<file path="src/rtl/transpoe_bloco_stream.sv">
`default_nettype none
// ============================================================================
// Module   : transpoe_bloco_stream
// Purpose  : Streaming transposition-cipher engine. Symbols enter one per
//            cycle and fill a ROWS x COLS matrix. They leave one per cycle in
//            transposed order. Two ping-pong banks give full throughput.
//            Short blocks (closed early by in_last) are padded with PAD.
// Ports    : clk, rst_n (synchronous, active-low)
//            mode      - 0 encrypt / 1 decrypt, captured on a block's first symbol
//            in_valid/in_ready/in_data/in_last     - symbol input stream
//            out_valid/out_ready/out_data/out_last - symbol output stream
// Revision : 1.0 - initial release
// ============================================================================
module transpoe_bloco_stream #(
    parameter int               ROWS  = 4,
    parameter int               COLS  = 4,
    parameter int               SYM_W = 8,
    parameter logic [SYM_W-1:0] PAD   = SYM_W'(8'h58)
) (
    input  logic             clk,
    input  logic             rst_n,
    input  logic             mode,
    input  logic             in_valid,
    output logic             in_ready,
    input  logic [SYM_W-1:0] in_data,
    input  logic             in_last,
    output logic             out_valid,
    input  logic             out_ready,
    output logic [SYM_W-1:0] out_data,
    output logic             out_last
);

    localparam int c_N  = ROWS * COLS;
    localparam int c_IW = (c_N > 1) ? $clog2(c_N) : 1;
    localparam int c_CW = $clog2(c_N + 1);
    localparam int c_RW = (ROWS > 1) ? $clog2(ROWS) : 1;
    localparam int c_KW = (COLS > 1) ? $clog2(COLS) : 1;

    localparam logic [1:0] c_EMPTY    = 2'd0;
    localparam logic [1:0] c_FILLING  = 2'd1;
    localparam logic [1:0] c_FULL     = 2'd2;
    localparam logic [1:0] c_DRAINING = 2'd3;

    // Per-bank bookkeeping
    logic [1:0]       r_state [2];
    logic             r_mode  [2];
    logic [c_CW-1:0]  r_count [2];
    logic [SYM_W-1:0] r_mem   [2][c_N];

    logic             r_wr_sel;
    logic             r_rd_sel;
    logic [c_RW-1:0]  r_wr_row;
    logic [c_KW-1:0]  r_wr_col;
    logic [c_RW-1:0]  r_rd_row;
    logic [c_KW-1:0]  r_rd_col;
    logic [c_IW-1:0]  r_rd_pos;

    logic             w_wr_fire;
    logic             w_wr_mode;
    logic             w_wr_close;
    logic [c_IW-1:0]  w_wr_addr;
    logic [c_RW-1:0]  w_wr_row_nxt;
    logic [c_KW-1:0]  w_wr_col_nxt;
    logic             w_rd_load;
    logic             w_rd_last;
    logic [c_IW-1:0]  w_rd_phys;
    logic [c_CW-1:0]  w_rd_widx;
    logic [SYM_W-1:0] w_rd_sym;
    logic [c_RW-1:0]  w_rd_row_nxt;
    logic [c_KW-1:0]  w_rd_col_nxt;

    assign in_ready  = rst_n && ((r_state[r_wr_sel] == c_EMPTY) ||
                                 (r_state[r_wr_sel] == c_FILLING));
    assign w_wr_fire = in_valid && in_ready;

    // Storage is always physical row-major (r*COLS+c); only the walk order
    // of (r,c) changes. Encrypt writes with the column index moving fastest,
    // decrypt with the row index moving fastest; reads do the opposite.
    always_comb begin
        w_wr_mode    = (r_state[r_wr_sel] == c_EMPTY) ? mode : r_mode[r_wr_sel];
        w_wr_close   = (r_count[r_wr_sel] == c_CW'(c_N - 1)) || in_last;
        w_wr_addr    = c_IW'(int'(r_wr_row) * COLS + int'(r_wr_col));
        w_wr_row_nxt = r_wr_row;
        w_wr_col_nxt = r_wr_col;
        if (w_wr_mode) begin
            if (r_wr_row == c_RW'(ROWS - 1)) begin
                w_wr_row_nxt = '0;
                w_wr_col_nxt = r_wr_col + 1'b1;
            end else begin
                w_wr_row_nxt = r_wr_row + 1'b1;
            end
        end else begin
            if (r_wr_col == c_KW'(COLS - 1)) begin
                w_wr_col_nxt = '0;
                w_wr_row_nxt = r_wr_row + 1'b1;
            end else begin
                w_wr_col_nxt = r_wr_col + 1'b1;
            end
        end
    end

    // Read side: the write index of a physical cell tells whether it was
    // actually filled; anything at or beyond the fill count reads as PAD.
    always_comb begin
        w_rd_load    = ((r_state[r_rd_sel] == c_FULL) || (r_state[r_rd_sel] == c_DRAINING)) &&
                       (!out_valid || out_ready);
        w_rd_last    = (r_rd_pos == c_IW'(c_N - 1));
        w_rd_phys    = c_IW'(int'(r_rd_row) * COLS + int'(r_rd_col));
        w_rd_widx    = r_mode[r_rd_sel] ? c_CW'(int'(r_rd_col) * ROWS + int'(r_rd_row))
                                        : c_CW'(w_rd_phys);
        w_rd_sym     = (w_rd_widx < r_count[r_rd_sel]) ? r_mem[r_rd_sel][w_rd_phys] : PAD;
        w_rd_row_nxt = r_rd_row;
        w_rd_col_nxt = r_rd_col;
        if (!r_mode[r_rd_sel]) begin
            if (r_rd_row == c_RW'(ROWS - 1)) begin
                w_rd_row_nxt = '0;
                w_rd_col_nxt = r_rd_col + 1'b1;
            end else begin
                w_rd_row_nxt = r_rd_row + 1'b1;
            end
        end else begin
            if (r_rd_col == c_KW'(COLS - 1)) begin
                w_rd_col_nxt = '0;
                w_rd_row_nxt = r_rd_row + 1'b1;
            end else begin
                w_rd_col_nxt = r_rd_col + 1'b1;
            end
        end
    end

    // Write and read sides never touch the same bank in one cycle: the
    // writer only owns an EMPTY/FILLING bank, the reader only FULL/DRAINING.
    always_ff @(posedge clk) begin
        if (!rst_n) begin
            for (int b = 0; b < 2; b++) begin
                r_state[b] <= c_EMPTY;
                r_mode[b]  <= 1'b0;
                r_count[b] <= '0;
            end
            r_wr_sel  <= 1'b0;
            r_rd_sel  <= 1'b0;
            r_wr_row  <= '0;
            r_wr_col  <= '0;
            r_rd_row  <= '0;
            r_rd_col  <= '0;
            r_rd_pos  <= '0;
            out_valid <= 1'b0;
            out_last  <= 1'b0;
            out_data  <= '0;
        end else begin
            if (w_wr_fire) begin
                if (r_state[r_wr_sel] == c_EMPTY) begin
                    r_mode[r_wr_sel] <= mode;
                end
                r_count[r_wr_sel] <= r_count[r_wr_sel] + 1'b1;
                if (w_wr_close) begin
                    r_state[r_wr_sel] <= c_FULL;
                    r_wr_sel          <= ~r_wr_sel;
                    r_wr_row          <= '0;
                    r_wr_col          <= '0;
                end else begin
                    r_state[r_wr_sel] <= c_FILLING;
                    r_wr_row          <= w_wr_row_nxt;
                    r_wr_col          <= w_wr_col_nxt;
                end
            end

            if (w_rd_load) begin
                out_valid <= 1'b1;
                out_data  <= w_rd_sym;
                out_last  <= w_rd_last;
                if (w_rd_last) begin
                    r_state[r_rd_sel] <= c_EMPTY;
                    r_count[r_rd_sel] <= '0;
                    r_rd_sel          <= ~r_rd_sel;
                    r_rd_row          <= '0;
                    r_rd_col          <= '0;
                    r_rd_pos          <= '0;
                end else begin
                    r_state[r_rd_sel] <= c_DRAINING;
                    r_rd_row          <= w_rd_row_nxt;
                    r_rd_col          <= w_rd_col_nxt;
                    r_rd_pos          <= r_rd_pos + 1'b1;
                end
            end else if (out_ready) begin
                out_valid <= 1'b0;
                out_last  <= 1'b0;
            end
        end
    end

    // Symbol storage carries no reset; stale cells are masked by the fill count.
    always_ff @(posedge clk) begin
        if (w_wr_fire) begin
            r_mem[r_wr_sel][w_wr_addr] <= in_data;
        end
    end

endmodule
`default_nettype wire

</file>
<file path="config.mk">
export PLATFORM = sky130hd
export DESIGN_NAME = transpoe_bloco_stream
export DESIGN_NICKNAME = d
export VERILOG_FILES = /design/src/rtl/transpoe_bloco_stream.sv
export SDC_FILE = /design/constraint.sdc
export NUM_CORES = 1
export LEC_CHECK = 0
export BUFFER_PORTS_ARGS = -buffer_cell sky130_fd_sc_hd__buf_2
export CORE_MARGIN = 2
export CORE_UTILIZATION = 50
export CTS_BUF_LIST = sky130_fd_sc_hd__clkbuf_16
export DETAILED_ROUTE_END_ITERATION = 10
export GPL_ROUTABILITY_DRIVEN = 0
export GPL_TIMING_DRIVEN = 0
export PLACE_DENSITY = 0.66
export SYNTH_ARGS = -nofsm -noshare
export SYNTH_HDL_FRONTEND = slang
export SYNTH_SLANG_ARGS = --single-unit
</file>
<file path="constraint.sdc">
create_clock -name clk -period 7.6 [get_ports clk]
set_clock_uncertainty 0.05 [all_clocks]
set_input_delay 0.38 -clock clk [delete_from_list [all_inputs] [get_ports clk]]
set_output_delay 0.38 -clock clk [all_outputs]
set_load 0.01 [all_outputs]
</file>
==> out/qor.json <==
{
  "detailed_routing": {
    "drt-vias-per-instance": 5.83,
    "drcViolationCount": 0,
    "via_count": 7146,
    "drtIter0Drc": 674,
    "wl_per_cell_um": 23.7,
    "drt_wl_total_mm": 29.1,
    "final_antenna_net_count": 0,
    "drtPass1Iterations": 5
  },
  "timing": {
    "timing.final.setup_violations": 0,
    "drv_slew": 0,
    "final_hold_viol_count": 0,
    "finalWorstPathRequiredPeriod_ns": 2.90,
    "relSlewSlack_pct": 36.9,
    "achievable-frequency_ghz": 0.344,
    "worst-slew-pin-transition_ns": 0.943,
    "fin_tns_setup_ns": 0,
    "grt_setup_unrepaired": "no",
    "timing.final.crit_share_pct": 38.2,
    "setup_slack_ns": 4.70
  },
  "final_layout": {
    "layout.core_utilization_pct": 56.7,
    "finish.instance_area_mm2": 0.0138,
    "finalNetCount": 909,
    "multiInputGateArea_mm2": 0.00351,
    "regArea_mm2": 0.00857,
    "post_route_cells_drive_above_1_share_pct": 11.8,
    "antennaDiodeCount": 0,
    "fill_cells": 1926,
    "areaGrowthSynthToFinish_pct": 11.6
  },
  "synthesis": {
    "synth_seq_area_share_pct": 69.3,
    "cell_count_after_synthesis": 823,
    "synth_edf_count": 260,
    "yosysWarnings": 0,
    "syn-num-nets": 853,
    "synth-main-ff-cell": "sky130_fd_sc_hd__edfxtp_1",
    "synthDominantAreaCellType": "sky130_fd_sc_hd__edfxtp_1",
    "synth.lib_cells_used.distinct": 54,
    "syn_area_per_cell_um2": 15.0,
    "post_synth_main_area_contributors": "sky130_fd_sc_hd__edfxtp_1 63%, sky130_fd_sc_hd__mux2i_1 11%, sky130_fd_sc_hd__dfxtp_1 6.2%, sky130_fd_sc_hd__a22oi_1 3.3%, sky130_fd_sc_hd__nor2_1 1.8%",
    "synth.ff_latch_count": 298,
    "syn_area_mm2": 0.0124,
    "synth-async-reset-ratio_pct": 0,
    "post-synth-top-area-fraction_pct": 63.2
  },
  "placement": {
    "placedInstanceArea_mm2": 0.0129,
    "io_buffers": 23,
    "dpl.hpwl_mm": 18.8,
    "pre_cts_ws_ns": 4.76
  },
  "clock_network": {
    "path_clk_slew_ns": 0.06,
    "clk_latency_ns": 0.54,
    "post_cts_resize_count": 0,
    "ctsLongestPathBuffers": 3,
    "cts-root-buf": "sky130_fd_sc_hd__clkbuf_16",
    "ctsHtreeMaxLevel": 1,
    "post-cts-setup-buffers": 0,
    "cts_tree": "built",
    "ctsHoldBuffers": 0,
    "clkSinkCount": 298,
    "cts-buffers-inserted": 31
  },
  "critical_path": {
    "critical_path.startpoint_type": "flop",
    "setup.reg_to_reg.worst_slack_ns": 4.70,
    "worst_path_dominant_cell_family": "simple AND/OR/NAND/NOR gates",
    "r2r.worst_path.cells": 6,
    "worst-endpoint-arrival_ns": 3.02,
    "crit_buf_inv": 2,
    "worstReg2RegEnd": "r_mem[1][14]",
    "critical-path-slowest-cell": "sky130_fd_sc_hd__nor2_1",
    "end_kind": "flop",
    "worstSetupPathType": "reg2reg",
    "critical_path_peak_fanout": 10,
    "cp.required_ns": 7.71,
    "slowest_delay_ns": 0.84,
    "ordered_cell_list_for_the_critical_path": "buf_4 -> mux2i_1 -> and3_1 -> buf_2 -> nand2_1 -> nor2_1"
  },
  "floorplanning": {
    "io_pins": 25,
    "die_w_um": 161,
    "start_util_pct": 50.8,
    "floorplan.die_area_mm2": 0.0260,
    "die_height_um": 161,
    "placementRows": 57,
    "core_mm2": 0.0243
  },
  "power_and_ir_drop": {
    "power_dens_cells_mw_per_mm2": 247,
    "vdd_drop_max_uv": 135,
    "static_leakage_nw": 4.40,
    "finalPower_w": 0.00340
  },
  "worst_hold_path": {
    "hold_path_depth": 3,
    "sink_of_the_worst_hold_path": "r_mode[0]",
    "min-delay-path-class": "in2reg",
    "holdCritStartpoint": "mode"
  },
  "global_routing": {
    "grt_max_degree": 33,
    "global_route.usage.total_pct": 22.8,
    "antenna_violations_before_repair": 0,
    "grt_pass1_vias": 6979,
    "grt_pass1_wl_mm": 43.9,
    "grt.overflow.total": 0
  },
  "job": {
    "max_cap_viols": 0
  },
  "outcome": {
    "status": "completed"
  }
}
[Yosys cell counts (all sizes together) (8+ instances only)]
library cell and instances:
edfxtp 260, mux2i 142, nor2 59, a22oi 54, nand2 41, dfxtp 38, buf 30, a21oi 26
ha 16, a31oi 14, clkbuf 14, nand3 13, o21ai 12, a21boi 9, inv 9, a22o 8
and2 8
[metal layers]
metal	GRT usage (%)	up-vias	wire, um
met3	3.60	45	1810
met1	30.9	3545	12300
met4	6.05	0	731
li1	-	3294	-
met2	38.6	262	14200
met5	0	-	0
[layout make-up]
type,instances,area share (%)
plain buffers,44,1.75
clock buffers,31,5.63
clock inverters,25,0.962
inverters,9,0.245
multi-input cells,472,25.5
flip-flops and latches,298,62.2
well taps,324,2.94
repair buffers,23,0.835
[sequential cells by signal, indices dropped and copies added, names as in the netlist, named ones only]
name,count
r_wr_col,2
r_rd_pos,4
out_last,1
r_wr_sel,1
r_wr_row,2
out_valid,1
r_count,10
r_mem,256
r_rd_sel,1
out_data,8
r_state,4
r_rd_row,2
r_rd_col,2
r_mode,2
[report_power, final]
group	internal (W)	switching, W
clock network	0.000766	0.000595
registers	0.00180	0.0000208
logic	0.0000695	0.000150
total	0.00264	0.000765
[cell usage in the layout, fill, tap and decap left out, types with 3 or more instances in the layout]
cell / count
sky130_fd_sc_hd__mux2_2: 7
sky130_fd_sc_hd__nor3_1: 5
sky130_fd_sc_hd__clkbuf_16: 31
sky130_fd_sc_hd__xnor2_1: 3
sky130_fd_sc_hd__nand2b_1: 7
sky130_fd_sc_hd__a21oi_1: 26
sky130_fd_sc_hd__a22oi_1: 54
sky130_fd_sc_hd__clkinv_2: 6
sky130_fd_sc_hd__inv_1: 19
sky130_fd_sc_hd__ha_1: 16
sky130_fd_sc_hd__o211ai_1: 3
sky130_fd_sc_hd__o21ai_0: 11
sky130_fd_sc_hd__nand2_1: 41
sky130_fd_sc_hd__a22o_1: 8
sky130_fd_sc_hd__buf_2: 39
sky130_fd_sc_hd__mux2i_1: 141
sky130_fd_sc_hd__and2_1: 8
sky130_fd_sc_hd__dfxtp_1: 38
sky130_fd_sc_hd__edfxtp_1: 260
sky130_fd_sc_hd__a32o_1: 5
sky130_fd_sc_hd__nand3_1: 13
sky130_fd_sc_hd__nor2b_1: 6
sky130_fd_sc_hd__a21boi_0: 6
sky130_fd_sc_hd__buf_4: 11
sky130_fd_sc_hd__a21boi_1: 3
sky130_fd_sc_hd__and3_1: 4
sky130_fd_sc_hd__a31oi_1: 14
sky130_fd_sc_hd__clkinv_1: 7
sky130_fd_sc_hd__nor2_1: 58
sky130_fd_sc_hd__clkbuf_1: 14
[stage by stage]
stage,cells,hold WS [ns]
floorplan,823,0.409
global placement,1170,0.418
detailed placement,1170,0.422
CTS,1226,0.0795
global route,1226,0.105
finish,1226,0.0890
[worst max-delay path by stage]
stage                   end  cells past startpoint
4_1_cts        r_mem[0][15]                      6
5_1_grt         r_wr_col[1]                      9
3_3_place_gp    r_wr_col[1]                      9
2_1_floorplan   r_wr_row[1]                      9
3_5_place_dp   r_mem[0][10]                      6
6_report       r_mem[1][14]                      6
[worst register-to-register path, stage by stage, from the launching register on]
cell and delay, ns:
sky130_fd_sc_hd__dfxtp_1 0.35, sky130_fd_sc_hd__buf_4 0.20, sky130_fd_sc_hd__mux2i_1 0.40, sky130_fd_sc_hd__and3_1 0.20, sky130_fd_sc_hd__buf_2 0.16, sky130_fd_sc_hd__nand2_1 0.31, sky130_fd_sc_hd__nor2_1 0.84
[cell families after synthesis]
| logic type | synth area share, % |
|---|---|
| flops | 69.3 |
| simple gates | 5.84 |
| mux | 12.2 |
| compound gates | 8.44 |
| buf+inv | 2.23 |
| fa+ha+maj | 1.62 |
| xor+xnor | 0.284 |
(Power assumes the default switching activity.)
